[src/rtl/ika2151_pkg.sv]
// Shared types and constants for the IKA2151 host-side write scheduler.
// Pure declarations: no logic, no latency, no flow control.
package ika2151_pkg;

    typedef enum logic [2:0] {
        IDLE     = 3'd0,
        ADDR_WR  = 3'd1,
        GAP      = 3'd2,
        DATA_WR  = 3'd3,
        BUSY     = 3'd4,
        POLL_RD  = 3'd5,
        POLL_GAP = 3'd6
    } wrsched_state_t;

    localparam int STATUS_BUSY_BIT = 7;
    localparam int TICK_CNT_W      = 8;

endpackage

[src/rtl/ika2151_wrsched_if.sv]
// Requester handshakes and IKA2151 CPU-bus pins seen by the write scheduler.
// master = requesters + chip side (bench), slave = scheduler.
interface ika2151_wrsched_if;

    logic       i_REQ0_VALID;
    logic       o_REQ0_READY;
    logic [7:0] i_REQ0_ADDR;
    logic [7:0] i_REQ0_DATA;
    logic       i_REQ1_VALID;
    logic       o_REQ1_READY;
    logic [7:0] i_REQ1_ADDR;
    logic [7:0] i_REQ1_DATA;
    logic       o_CS_n;
    logic       o_WR_n;
    logic       o_RD_n;
    logic       o_A0;
    logic [7:0] o_D;
    logic [7:0] i_D;
    logic       o_BUSY;
    logic       o_GRANT;

    modport master (
        output i_REQ0_VALID, i_REQ0_ADDR, i_REQ0_DATA,
        output i_REQ1_VALID, i_REQ1_ADDR, i_REQ1_DATA,
        output i_D,
        input  o_REQ0_READY, o_REQ1_READY,
        input  o_CS_n, o_WR_n, o_RD_n, o_A0, o_D, o_BUSY, o_GRANT
    );

    modport slave (
        input  i_REQ0_VALID, i_REQ0_ADDR, i_REQ0_DATA,
        input  i_REQ1_VALID, i_REQ1_ADDR, i_REQ1_DATA,
        input  i_D,
        output o_REQ0_READY, o_REQ1_READY,
        output o_CS_n, o_WR_n, o_RD_n, o_A0, o_D, o_BUSY, o_GRANT
    );

endinterface

[src/rtl/ika2151_wrsched_rr.sv]
// Two-way round-robin arbiter: purely combinational, zero latency.
// Grants the requester other than last_grant on contention; no valid -> no ready.
module ika2151_wrsched_rr (
    input  logic [1:0] valid,
    input  logic       last_grant,
    output logic [1:0] ready,
    output logic       next_grant
);

    always_comb begin
        next_grant = last_grant;
        ready      = 2'b00;
        if (valid == 2'b11) begin
            next_grant = ~last_grant;
        end else if (valid[0]) begin
            next_grant = 1'b0;
        end else if (valid[1]) begin
            next_grant = 1'b1;
        end
        if (|valid) begin
            ready = next_grant ? 2'b10 : 2'b01;
        end
    end

endmodule

[src/rtl/ika2151_wrsched.sv]
// IKA2151 write scheduler: accepts in IDLE with same-cycle READY, then paces addr/data strobes in phiM ticks.
// READY is low outside IDLE; option IKA2151_WRSCHED_STATUS_POLL_EN replaces the fixed busy wait with status polling.
module ika2151_wrsched
    import ika2151_pkg::*;
#(
    parameter int WR_TICKS   = 4,
    parameter int GAP_TICKS  = 2,
    parameter int BUSY_TICKS = 64
) (
    input  logic             i_EMUCLK,
    input  logic             i_IC_n,
    input  logic             i_phiM_PCEN_n,
    ika2151_wrsched_if.slave bus
);

    if (WR_TICKS < 1 || WR_TICKS > 255) begin : g_bad_wr_ticks
        $error("WR_TICKS must be within 1..255");
    end
    if (GAP_TICKS < 1 || GAP_TICKS > 255) begin : g_bad_gap_ticks
        $error("GAP_TICKS must be within 1..255");
    end
    if (BUSY_TICKS < 1 || BUSY_TICKS > 255) begin : g_bad_busy_ticks
        $error("BUSY_TICKS must be within 1..255");
    end

    localparam logic [TICK_CNT_W-1:0] WR_LD   = TICK_CNT_W'(WR_TICKS);
    localparam logic [TICK_CNT_W-1:0] GAP_LD  = TICK_CNT_W'(GAP_TICKS);
    localparam logic [TICK_CNT_W-1:0] BUSY_LD = TICK_CNT_W'(BUSY_TICKS);

    wrsched_state_t          state_q, state_nxt;
    logic [TICK_CNT_W-1:0]   cnt_q, cnt_nxt;
    logic                    a0_q, a0_nxt;
    logic [7:0]              d_q, d_nxt;
    logic [7:0]              data_q, data_nxt;
    logic                    grant_q, grant_nxt;
    logic [1:0]              rr_ready;
    logic [1:0]              ready;
    logic                    rr_grant;
    logic                    tick;
    logic                    cnt_last;

`ifdef IKA2151_WRSCHED_STATUS_POLL_EN
    logic [8:0]              tmo_q, tmo_nxt;
`else
    logic                    unused_status;
    assign unused_status = ^bus.i_D;
`endif

    ika2151_wrsched_rr u_rr (
        .valid      ({bus.i_REQ1_VALID, bus.i_REQ0_VALID}),
        .last_grant (grant_q),
        .ready      (rr_ready),
        .next_grant (rr_grant)
    );

    assign tick     = ~i_phiM_PCEN_n;
    assign cnt_last = (cnt_q == TICK_CNT_W'(1));
    assign ready    = (state_q == IDLE) ? rr_ready : 2'b00;

    always_ff @(posedge i_EMUCLK or negedge i_IC_n) begin
        if (!i_IC_n) begin
            state_q <= IDLE;
            cnt_q   <= '0;
            a0_q    <= 1'b0;
            d_q     <= 8'h00;
            data_q  <= 8'h00;
            grant_q <= 1'b1;
`ifdef IKA2151_WRSCHED_STATUS_POLL_EN
            tmo_q   <= '0;
`endif
        end else begin
            state_q <= state_nxt;
            cnt_q   <= cnt_nxt;
            a0_q    <= a0_nxt;
            d_q     <= d_nxt;
            data_q  <= data_nxt;
            grant_q <= grant_nxt;
`ifdef IKA2151_WRSCHED_STATUS_POLL_EN
            tmo_q   <= tmo_nxt;
`endif
        end
    end

    // Every pacing state decrements on a tick; the tick that would reach zero
    // reloads for the following state instead, so each state lasts exactly N ticks.
    always_comb begin
        state_nxt = state_q;
        cnt_nxt   = cnt_q;
        a0_nxt    = a0_q;
        d_nxt     = d_q;
        data_nxt  = data_q;
        grant_nxt = grant_q;
`ifdef IKA2151_WRSCHED_STATUS_POLL_EN
        tmo_nxt   = tmo_q;
`endif
        if (state_q != IDLE && tick) begin
            cnt_nxt = cnt_q - TICK_CNT_W'(1);
        end
        case (state_q)
            IDLE: begin
                if (|ready) begin
                    grant_nxt = rr_grant;
                    cnt_nxt   = WR_LD;
                    a0_nxt    = 1'b0;
                    d_nxt     = rr_grant ? bus.i_REQ1_ADDR : bus.i_REQ0_ADDR;
                    data_nxt  = rr_grant ? bus.i_REQ1_DATA : bus.i_REQ0_DATA;
                    state_nxt = ADDR_WR;
                end
            end
            ADDR_WR: begin
                if (tick && cnt_last) begin
                    cnt_nxt   = GAP_LD;
                    state_nxt = GAP;
                end
            end
            GAP: begin
                if (tick && cnt_last) begin
                    cnt_nxt   = WR_LD;
                    a0_nxt    = 1'b1;
                    d_nxt     = data_q;
                    state_nxt = DATA_WR;
                end
            end
            DATA_WR: begin
                if (tick && cnt_last) begin
`ifdef IKA2151_WRSCHED_STATUS_POLL_EN
                    cnt_nxt   = WR_LD;
                    tmo_nxt   = 9'(2 * BUSY_TICKS);
                    a0_nxt    = 1'b0;
                    state_nxt = POLL_RD;
`else
                    cnt_nxt   = BUSY_LD;
                    state_nxt = BUSY;
`endif
                end
            end
            BUSY: begin
                if (tick && cnt_last) begin
                    state_nxt = IDLE;
                end
            end
`ifdef IKA2151_WRSCHED_STATUS_POLL_EN
            POLL_RD, POLL_GAP: begin
                if (tick) begin
                    tmo_nxt = tmo_q - 9'd1;
                    if (tmo_q == 9'd1) begin
                        cnt_nxt   = '0;
                        state_nxt = IDLE;
                    end else if (cnt_last && state_q == POLL_GAP) begin
                        cnt_nxt   = WR_LD;
                        state_nxt = POLL_RD;
                    end else if (cnt_last) begin
                        // Status is sampled on the last tick of the read strobe.
                        if (bus.i_D[STATUS_BUSY_BIT]) begin
                            cnt_nxt   = GAP_LD;
                            state_nxt = POLL_GAP;
                        end else begin
                            state_nxt = IDLE;
                        end
                    end
                end
            end
`endif
            default: begin
                cnt_nxt   = '0;
                state_nxt = IDLE;
            end
        endcase
    end

    assign bus.o_REQ0_READY = ready[0];
    assign bus.o_REQ1_READY = ready[1];
    assign bus.o_WR_n       = ~(state_q == ADDR_WR || state_q == DATA_WR);
`ifdef IKA2151_WRSCHED_STATUS_POLL_EN
    assign bus.o_CS_n       = ~(state_q == ADDR_WR || state_q == DATA_WR || state_q == POLL_RD);
    assign bus.o_RD_n       = ~(state_q == POLL_RD);
`else
    assign bus.o_CS_n       = ~(state_q == ADDR_WR || state_q == DATA_WR);
    assign bus.o_RD_n       = 1'b1;
`endif
    assign bus.o_A0         = a0_q;
    assign bus.o_D          = d_q;
    assign bus.o_BUSY       = (state_q != IDLE);
    assign bus.o_GRANT      = grant_q;

endmodule

[src/flat_wrapper.sv]
// flat-port wrapper written by rule: the top's interface ports become plain ports
module ika2151_wrsched_flat import ika2151_pkg::*;
#(
    parameter int WR_TICKS   = 4,
    parameter int GAP_TICKS  = 2,
    parameter int BUSY_TICKS = 64
)
  (i_EMUCLK, i_IC_n, i_phiM_PCEN_n, bus_i_REQ0_VALID, bus_i_REQ0_ADDR, bus_i_REQ0_DATA, bus_i_REQ1_VALID, bus_i_REQ1_ADDR, bus_i_REQ1_DATA, bus_i_D, bus_o_REQ0_READY, bus_o_REQ1_READY, bus_o_CS_n, bus_o_WR_n, bus_o_RD_n, bus_o_A0, bus_o_D, bus_o_BUSY, bus_o_GRANT);
  ika2151_wrsched_if bus_i ();
  input  logic i_EMUCLK;
  input  logic i_IC_n;
  input  logic i_phiM_PCEN_n;
  input wire logic [$bits(bus_i.i_REQ0_VALID)-1:0] bus_i_REQ0_VALID;
  input wire logic [$bits(bus_i.i_REQ0_ADDR)-1:0] bus_i_REQ0_ADDR;
  input wire logic [$bits(bus_i.i_REQ0_DATA)-1:0] bus_i_REQ0_DATA;
  input wire logic [$bits(bus_i.i_REQ1_VALID)-1:0] bus_i_REQ1_VALID;
  input wire logic [$bits(bus_i.i_REQ1_ADDR)-1:0] bus_i_REQ1_ADDR;
  input wire logic [$bits(bus_i.i_REQ1_DATA)-1:0] bus_i_REQ1_DATA;
  input wire logic [$bits(bus_i.i_D)-1:0] bus_i_D;
  output wire logic [$bits(bus_i.o_REQ0_READY)-1:0] bus_o_REQ0_READY;
  output wire logic [$bits(bus_i.o_REQ1_READY)-1:0] bus_o_REQ1_READY;
  output wire logic [$bits(bus_i.o_CS_n)-1:0] bus_o_CS_n;
  output wire logic [$bits(bus_i.o_WR_n)-1:0] bus_o_WR_n;
  output wire logic [$bits(bus_i.o_RD_n)-1:0] bus_o_RD_n;
  output wire logic [$bits(bus_i.o_A0)-1:0] bus_o_A0;
  output wire logic [$bits(bus_i.o_D)-1:0] bus_o_D;
  output wire logic [$bits(bus_i.o_BUSY)-1:0] bus_o_BUSY;
  output wire logic [$bits(bus_i.o_GRANT)-1:0] bus_o_GRANT;
  assign bus_i.i_REQ0_VALID = bus_i_REQ0_VALID;
  assign bus_i.i_REQ0_ADDR = bus_i_REQ0_ADDR;
  assign bus_i.i_REQ0_DATA = bus_i_REQ0_DATA;
  assign bus_i.i_REQ1_VALID = bus_i_REQ1_VALID;
  assign bus_i.i_REQ1_ADDR = bus_i_REQ1_ADDR;
  assign bus_i.i_REQ1_DATA = bus_i_REQ1_DATA;
  assign bus_i.i_D = bus_i_D;
  assign bus_o_REQ0_READY = bus_i.o_REQ0_READY;
  assign bus_o_REQ1_READY = bus_i.o_REQ1_READY;
  assign bus_o_CS_n = bus_i.o_CS_n;
  assign bus_o_WR_n = bus_i.o_WR_n;
  assign bus_o_RD_n = bus_i.o_RD_n;
  assign bus_o_A0 = bus_i.o_A0;
  assign bus_o_D = bus_i.o_D;
  assign bus_o_BUSY = bus_i.o_BUSY;
  assign bus_o_GRANT = bus_i.o_GRANT;
  ika2151_wrsched #(.WR_TICKS(WR_TICKS), .GAP_TICKS(GAP_TICKS), .BUSY_TICKS(BUSY_TICKS)) u_core (.i_EMUCLK(i_EMUCLK), .i_IC_n(i_IC_n), .i_phiM_PCEN_n(i_phiM_PCEN_n), .bus(bus_i));
endmodule
[config.mk]
export PLATFORM = sky130hd
export DESIGN_NAME = ika2151_wrsched_flat
export DESIGN_NICKNAME = d
export VERILOG_FILES = /design/src/rtl/ika2151_pkg.sv /design/src/rtl/ika2151_wrsched_if.sv /design/src/rtl/ika2151_wrsched_rr.sv /design/src/rtl/ika2151_wrsched.sv /design/src/flat_wrapper.sv
export SDC_FILE = /design/constraint.sdc
export NUM_CORES = 1
export LEC_CHECK = 0
export ABC_AREA = 1
export CAP_MARGIN = 20
export CORE_MARGIN = 2
export CORE_UTILIZATION = 30
export DETAILED_ROUTE_END_ITERATION = 7
export PLACE_DENSITY = 0.67
export SLEW_MARGIN = 20
export SYNTH_ARGS = -nofsm -noshare
export SYNTH_HDL_FRONTEND = slang
export SYNTH_SLANG_ARGS = --single-unit
[constraint.sdc]
create_clock -name i_EMUCLK -period 2.6 [get_ports i_EMUCLK]
set_clock_uncertainty 0.05 [all_clocks]
set_input_delay 0.52 -clock i_EMUCLK [delete_from_list [all_inputs] [get_ports i_EMUCLK]]
set_output_delay 0.52 -clock i_EMUCLK [all_outputs]
set_load 0.02 [all_outputs]
==> results.tsv, run 1 <==
metric	value	unit
outcome	finished, final reports clean	
startpoint types	register	
first-pass GRT wire length	7.25	mm
Cell Area, Placed	2390	um^2
die footprint	6510	um^2
post-CTS sizing	0	
Yosys cell types	26	
Design Power	2.88	mW
port bufs	51	
clock root cell	clkbuf_8	
CP endpoint kind	primary output	
Post-route DRC	0	
HP Class	register to register	
grt peak-use layer	met2	
GRT met2 Usage	0.239	
Slew Limit Fails	0	
yosys warns	0	
Die X	80.7	um
Setup TNS	0	ns
global route overflow	0	
slack of the critical path	0.353	ns
vias in the first global route	1638	
DR vias	1716	
Synth top area share	0.397	
antenna violations before repair	0	
area growth from synthesis to final layout	42.1	%
peak supply drop	0.470	mV
Inst Count DP	376	
final WL	4.26	mm
clk slew on worst S/H paths	0.07	ns
count leader, synth	nand2_1	
Max FO, Critical Path	5	
syn avg cell area	7.06	um^2
Core ar.	5610	um^2
RD Place Congestion	0.870	
CTS tree	built	
ranking of synthesized cells by area	dfrtp_1 (40%), nand2_1 (21%), nand3_1 (9.1%)	
final hold slack	0.434	ns
Starting Density	0.315	
drt wl/cell	11.1	um
Leakage Power	1.27	nW
Final Instance Area	2510	um^2
Initial DRC Count	74	
Routed Antenna Nets	0	
cell area after synthesis	1760	um^2
largest net degree at the start of global routing	30	
clock buffer count from CTS	5	
Power Density	1150	nW/um^2
Post-CTS Setup Bufs	0	
Rows	27	
Ant. Diodes	0	
clock sinks	29	
share of cells above drive strength 1	0.115	
Non-Filler Instances	384	
period utilization	0.864	
WP data required	2.03	ns
Hold Buf Count CTS	0	
final critical-path required period	2.25	ns
Top Ports	61	
max cap viols	0	
clk_lat worst skew	0.28	ns
Setup CP Type	register to primary output	
Post-Synthesis Net Count	297	
Main synth FF type	dfrtp_1	
number of H-tree levels	2	
Die Y	80.7	um
Yosys reg bits	29	
Highest Clock Rate	445	MHz
Final Hold Fails	0	
setup slack at placement	0.0316	ns
RSZ-0062 raised after global routing	false	
Seq/Total Area, Yosys	0.412	
Synth async-reset ratio	1.00	
Critical Path AT	1.68	ns
Post-synth EDFFs	0	
Clock Tree Buf Depth	2	
DRT Pass-1 Iters	5	
met3 Resource Use GR	0.0483	
Filler cells	601	
Post-DP HPWL	3.36	mm
Setup violations, final	0	
Final Core Density	0.447	
synth cell count leaders	nand2_1 (99), nand3_1 (32), dfrtp_1 (28), inv_1 (23), nor2_1 (21)	
M1 GR Usage	0.176	
Yosys top cell by area	dfrtp_1	
global-route usage over all layers	0.144	
post-synthesis cell count	250	
vias per cell	4.47	
Nets	358	
[worst paths after layout]
path                              startpoint                 end  slack (ns)  cells past startpoint
max                        u_core.state_q[0]          bus_o_CS_n        0.35                      4
min                        u_core.bus.o_D[4]   u_core.bus.o_D[4]        0.43                      2
max reg2reg                u_core.state_q[0]   u_core.bus.o_D[5]        1.00                      9
min reg2reg                u_core.bus.o_D[4]   u_core.bus.o_D[4]        0.43                      2
max in group asynchronous             i_IC_n  u_core.bus.o_GRANT        1.61                      2
min in group asynchronous             i_IC_n   u_core.state_q[2]        0.57                      2
[layout by cell type (no fill, tap or decap)]
| master | instances |
|---|---|
| nand2_1 | 99 |
| clkdlybuf4s50_1 | 49 |
| nand3_1 | 32 |
| dfrtp_1 | 28 |
| inv_1 | 23 |
| nor2_1 | 21 |
| buf_4 | 7 |
| nand2_2 | 5 |
| inv_2 | 5 |
| o21ai_0 | 5 |
| o211ai_1 | 5 |
| clkbuf_8 | 5 |
| nor2_4 | 3 |
| a31oi_1 | 3 |
| nand2_4 | 2 |
| nor2_2 | 2 |
| a21oi_2 | 2 |
| xor2_1 | 2 |
| ha_1 | 2 |
| dlymetal6s2s_1 | 2 |
| nor2_8 | 1 |
| nand4_1 | 1 |
| nor3_1 | 1 |
| xnor2_1 | 1 |
| a21oi_1 | 1 |
| conb_1 | 1 |
| bufinv_16 | 1 |
| clkinv_4 | 1 |
| clkinvlp_4 | 1 |
| dfstp_2 | 1 |
[cells by family after synthesis]
family / synth area share
fa+ha+maj: 0.0142
buf+inv: 0.0773
other cells: 0.00213
simple gates: 0.421
flops: 0.412
compound gates: 0.0589
xor+xnor: 0.0149
[flip-flops by register name, summed over array words and instances, names as in the netlist]
register and count:
u_core.bus.o_D 8, u_core.cnt_q 8, u_core.data_q 8, u_core.state_q 3, u_core.bus.o_A0 1, u_core.bus.o_GRANT 1
[where the power goes]
| part | total (mW) | internal (mW) | switching, mW |
|---|---|---|---|
| registers | 0.803 | 0.664 | 0.140 |
| clock network | 0.480 | 0.287 | 0.193 |
| logic | 1.59 | 0.645 | 0.949 |
[worst max-delay path, stage by stage (launching register included)]
cell and delay [ns]:
dfrtp_1 0.46, inv_1 0.06, nor2_1 0.21, inv_1 0.11, clkdlybuf4s50_1 0.55
[final cells by class]
cell class              count  area [um^2]  area share
clock inverters             3         46.3      0.0185
repair buffers             58          568       0.227
multi-input cells         189          901       0.359
well taps                  72         90.1      0.0359
inverters                  28          105      0.0419
flip-flops and latches     29          727       0.290
clock buffers               5         68.8      0.0275
[layer usage]
| metal | up-vias | wire [um] | share of wire |
|---|---|---|---|
| li1 | 904 | - | - |
| met1 | 747 | 1910 | 0.45 |
| met2 | 59 | 1980 | 0.47 |
| met3 | 6 | 324 | 0.076 |
| met4 | 0 | 43 | 0.010 |
| met5 | - | 0 | 0 |
Power figures use the tool's default switching activity.
==> inputs of run 2 (changes only) <==
- CORE_MARGIN: 2 -> 1
- CTS_BUF_LIST: unset -> sky130_fd_sc_hd__clkbuf_8
- PLACE_DENSITY: 0.67 -> 0.66
- SYNTH_HIERARCHICAL: unset -> 1
==> results.tsv, run 2 <==
metric	value	unit	change
vias per cell	4.40		-1.6%
global route overflow	0		unchanged
syn avg cell area	7.22	um^2	+2.3%
synth cell count leaders	nand2_1 (80), inv_1 (44), dfrtp_1 (28), o211ai_1 (16), nor2_1 (15)		
Slew Limit Fails	0		unchanged
largest net degree at the start of global routing	34		+13%
Setup violations, final	0		unchanged
RSZ-0062 raised after global routing	false		
Routed Antenna Nets	0		unchanged
Post-Synthesis Net Count	310		+4.4%
CP endpoint kind	primary output		
clock sinks	29		unchanged
reg2reg end	u_core/cnt_q[2]		
max cap viols	0		unchanged
Initial DRC Count	55		-26%
Seq/Total Area, Yosys	0.383		-0.0291
Core ar.	6030	um^2	+7.5%
Die Y	81.5	um	+1.1%
Starting Density	0.315		+0.000400
Final Instance Area	2600	um^2	+3.6%
CTS tree	built		
Final Hold Fails	0		unchanged
RR Startpoint	u_core/bus.o_GRANT		
Clock Tree Buf Depth	2		unchanged
die footprint	6650	um^2	+2.1%
clk slew on worst S/H paths	0.06	ns	about the same
final WL	4.02	mm	-5.7%
Yosys top cell by area	dfrtp_1		
Critical Path Slowest Stage Cell	clkdlybuf4s50_1		
yosys warns	6		+6
share of cells above drive strength 1	0.110		-0.00497
Worst Path Buf+Inv	3		unchanged
most common cell after layout, fill and taps aside	nand2_1		
startpoint types	input pin		
cell area after synthesis	1900	um^2	+7.6%
antenna violations before repair	0		unchanged
global-route usage over all layers	0.142		-0.00199
hold_sp	u_core/bus.o_D[1]		
post-CTS sizing	0		unchanged
drt wl/cell	10.3	um	-7.6%
RD Place Congestion	0.807		-7.2%
Main synth FF type	dfrtp_1		
period utilization	0.958		+0.0941
Cell Area, Placed	2480	um^2	+3.8%
vias in the first global route	1681		+2.6%
Max FO, Critical Path	3		-2
Setup TNS	0	ns	unchanged
Setup CP Type	input pin to primary output		
DR vias	1723		+0.41%
CP cell instances	clkdlybuf4s50_1 -> nand2_1 -> nand2_1 -> inv_1 -> nor2_1 -> clkdlybuf4s50_1		
Yosys cell types	29		+12%
Hold Crit Endpoint	u_core/bus.o_D[1]		
Post-DP HPWL	3.10	mm	-7.6%
post-synthesis cell count	263		+5.2%
Post-route DRC	0		unchanged
Top Ports	61		unchanged
Post-synth EDFFs	0		unchanged
HP Class	register to register		
DRT Pass-1 Iters	4		-1
first-pass GRT wire length	7.18	mm	-0.95%
Rows	28		+3.7%
Leakage Power	1.31	nW	+3.4%
Synth top area share	0.369		-0.0280
peak supply drop	0.356	mV	-24%
number of H-tree levels	2		unchanged
internal reg-to-reg setup slack	0.87	ns	-0.13 ns
final critical-path required period	2.49	ns	+0.245 ns
Synth async-reset ratio	1.00		unchanged
Power Density	1140	nW/um^2	-0.66%
clock root cell	clkbuf_8		
Worst Reg-to-Reg Cells	8		-1
WP data required	2.03	ns	about the same
commonest cells after routing, fill and taps aside	nand2_1 (80), clkdlybuf4s50_1 (51), inv_1 (44)		
cell family with most CP delay	buffers and inverters		
outcome	finished, final reports clean		
Yosys reg bits	29		unchanged
clk_lat worst skew	0.28	ns	about the same
Critical Path Max Stage Delay	0.60	ns	+0.05 ns
Post-CTS Setup Bufs	0		unchanged
Highest Clock Rate	401	MHz	-9.8%
Nets	363		+1.4%
area growth from synthesis to final layout	36.8	%	
count leader, synth	nand2_1		
Hold Buf Count CTS	0		unchanged
Critical Path AT	1.92	ns	+0.24 ns
ranking of synthesized cells by area	dfrtp_1 (37%), nand2_1 (16%), inv_1 (8.7%)		
clock buffer count from CTS	5		unchanged
Die X	81.5	um	+1.1%
Worst Hold Depth	2		unchanged
Ant. Diodes	0		unchanged
port bufs	51		unchanged
==> run 2: cell count changes after synthesis, sizes merged, moves of 3 or more <==
cell,change
a31oi,-3
clkbuf,+5
inv,+19
nand2,-20
nand3,-17
nor2,-5
o211ai,+11
o21ai,+21
==> run 2: kinds of logic after synthesis <==
logic type      after synthesis  share of synthesized area
compound gates               43                      0.148
xor+xnor                      5                     0.0231
fa+ha+maj                     2                     0.0132
buf+inv                      56                      0.125
flops                        29                      0.383
other cells                   1                    0.00198
simple gates                127                      0.305
==> run 2: stage by stage <==
step,hold slack (ns),worst slack [ns],utilization,std cells,total power [mW]
6_report,0.425,0.109,0.431,392,2.96
5_1_grt,0.455,0.0206,0.431,392,3.25
4_1_cts,0.429,0.106,0.431,392,3.00
3_5_place_dp,0.411,0.109,0.411,384,2.50
3_3_place_gp,0.403,0.110,0.411,384,2.46
2_1_floorplan,0.174,0.826,-,263,2.02
==> run 2: worst max path at each step <==
stage                        from  cells past startpoint  slack (ns)          endpoint
5_1_grt          bus_i_REQ1_VALID                      6        0.02  bus_o_REQ1_READY
3_3_place_gp     bus_i_REQ1_VALID                      6        0.11  bus_o_REQ1_READY
4_1_cts          bus_i_REQ1_VALID                      6        0.11  bus_o_REQ1_READY
3_5_place_dp     bus_i_REQ1_VALID                      6        0.11  bus_o_REQ1_READY
6_report         bus_i_REQ1_VALID                      6        0.11  bus_o_REQ1_READY
2_1_floorplan  u_core/bus.o_GRANT                      4        0.83  bus_o_REQ0_READY
==> run 2: tightest hold or removal path: stages, from the launching register on <==
cell and delay, ns:
dfrtp_1 0.34, nand2_1 0.06, nand2_1 0.05
==> run 2: routing by layer <==
layer	routed length, um	up-vias	track usage
met1	1850	739	0.169
met2	1790	53	0.232
met4	68	0	0.0571
li1	-	924	-
met3	311	7	0.0522
met5	0	-	0
==> run 2: report_power, final <==
group	switching, mW	leakage [nW]	internal, mW	total, mW
clock	0.180	0.0574	0.311	0.491
combinational	0.988	0.893	0.674	1.66
sequential	0.139	0.360	0.668	0.807
==> run 2: cell type report <==
type,instances,area [um^2]
inverters,47,181
clock buffers,6,82.6
repair buffers,55,541
flip-flops and latches,29,727
well taps,75,93.8
multi-input cells,178,933
fillers,627,3430
clock inverters,2,37.5
==> inputs of run 3 (changes only) <==
- CORE_UTILIZATION: 30 -> 50
- CTS_CLUSTER_DIAMETER: unset -> 50
- PLACE_DENSITY: 0.66 -> 0.95
- SYNTH_HIERARCHICAL: 1 -> unset
==> results.tsv, run 3 (synthesis gave the netlist of run 1 again) <==
metric	value	unit	change
Highest Clock Rate	441	MHz	+9.8%
Die X	61.4	um	-25%
Critical Path Slowest Stage Cell	clkdlybuf4s50_1		
antenna violations before repair	0		unchanged
CP cell instances	inv_1 -> nor2_1 -> inv_1 -> clkdlybuf4s50_1		
Setup TNS	0	ns	unchanged
final WL	4.73	mm	+18%
clk_lat worst skew	0.28	ns	about the same
outcome	finished, final reports clean		
Slew Limit Fails	0		unchanged
most common cell after layout, fill and taps aside	nand2_1		
Nets	359		-1.1%
vias per cell	5.14		+17%
Final Hold Fails	0		unchanged
Critical Path Max Stage Delay	0.55	ns	-0.05 ns
Worst Path Buf+Inv	3		unchanged
first-pass GRT wire length	7.62	mm	+6.2%
Max FO, Critical Path	5		+2
drt wl/cell	13.2	um	+28%
clock sinks	29		unchanged
RSZ-0062 raised after global routing	false		
number of H-tree levels	2		unchanged
Post-DP HPWL	3.61	mm	+16%
area growth from synthesis to final layout	40.7	%	
Clock Tree Buf Depth	2		unchanged
commonest cells after routing, fill and taps aside	nand2_1 (99), clkdlybuf4s50_1 (49), nand3_1 (32)		
Setup violations, final	0		unchanged
clock root cell	clkbuf_8		
DR vias	1847		+7.2%
Setup CP Type	register to primary output		
Routed Antenna Nets	0		unchanged
Rows	21		-25%
global route overflow	0		unchanged
CTS tree	built		
largest net degree at the start of global routing	30		-12%
clock buffer count from CTS	5		unchanged
final hold slack	0.447	ns	+0.0226 ns
Starting Density	0.525		+0.210
Core ar.	3360	um^2	-44%
met2 wire length	2.36	mm	+32%
Top cell by count, worst path	inv_1		
startpoint types	register		
Post-Route M1 WL	1.82	mm	-1.5%
RD Place Congestion	0.924		+14%
share of cells above drive strength 1	0.115		+0.00461
Ant. Diodes	0		unchanged
DRT Pass-1 Iters	4		unchanged
global-route usage over all layers	0.285		+0.143
Design Power	2.96	mW	-0.12%
top sig layer	met4		
max cap viols	0		unchanged
Filler cells	257		-59%
port bufs	51		unchanged
peak supply drop	0.509	mV	+43%
Hold Buf Count CTS	0		unchanged
routed wl met3	376	um	+21%
Initial DRC Count	107		+95%
Leakage Power	1.28	nW	-2.3%
vias in the first global route	1753		+4.3%
period utilization	0.872		-0.0858
CP endpoint kind	primary output		
Critical Path AT	1.70	ns	-0.22 ns
HP Class	register to register		
Top Ports	61		unchanged
final critical-path required period	2.27	ns	-0.223 ns
clk slew on worst S/H paths	0.06	ns	about the same
Die Y	61.4	um	-25%
WP data required	2.03	ns	about the same
die footprint	3770	um^2	-43%
cell family with most CP delay	buffers and inverters		
Power Density	1190	nW/um^2	+4.5%
Post-route DRC	0		unchanged
[run 3: worst register-to-register path, cell delays in order, from the launching register on]
cell	delay, ns
dfrtp_1	0.36
inv_1	0.12
ha_1	0.19
nand3_1	0.12
nor2_4	0.20
nand2_2	0.11
nand2_4	0.12
inv_2	0.10
nand2_1	0.10
nand2_1	0.06
[run 3: where the power goes]
group | internal [mW] | switching [mW]
Sequential | 0.665 | 0.157
Clock | 0.308 | 0.179
Combinational | 0.653 | 0.995
[run 3: routing by layer]
metal  vias to the layer above  GRT usage
met1                       832      0.327
li1                        906          -
met2                        88      0.472
met4                         0      0.146
met3                        21      0.101
met5                         -          0
[run 3: path summary, 6_finish.rpt]
check	start	end	slack [ns]	depth (start not counted)
max in group asynchronous	i_IC_n	u_core.bus.o_GRANT	1.62	2
min	u_core.bus.o_D[0]	u_core.bus.o_D[0]	0.45	2
min reg2reg	u_core.bus.o_D[0]	u_core.bus.o_D[0]	0.45	2
max reg2reg	u_core.cnt_q[1]	u_core.bus.o_D[7]	0.97	9
max	u_core.state_q[0]	bus_o_CS_n	0.33	4
min in group asynchronous	i_IC_n	u_core.cnt_q[6]	0.57	2
[run 3: repair_timing]
action | CTS | global route
setup buffers | 0 | 0
endpoints found under the setup margin | 0 | 2
resized for setup | 0 | 2
[run 3: through the flow]
stage / util / worst slack [ns] / std cells / instance area [um^2]
global route: 0.738 / 0.231 / 359 / 2480
floorplan: - / 0.772 / 250 / 1760
CTS: 0.737 / 0.00967 / 359 / 2480
detailed placement: 0.702 / 0.0151 / 351 / 2360
global placement: 0.702 / 0.0508 / 351 / 2360
finish: 0.738 / 0.332 / 359 / 2480
[run 3: area by class of cell]
type	instances	area, um^2	share of cell area
flip-flops and latches	29	727	0.293
well taps	46	57.6	0.0232
clock buffers	6	82.6	0.0333
multi-input cells	189	901	0.363
clock inverters	2	33.8	0.0136
repair buffers	59	576	0.232
inverters	28	105	0.0423
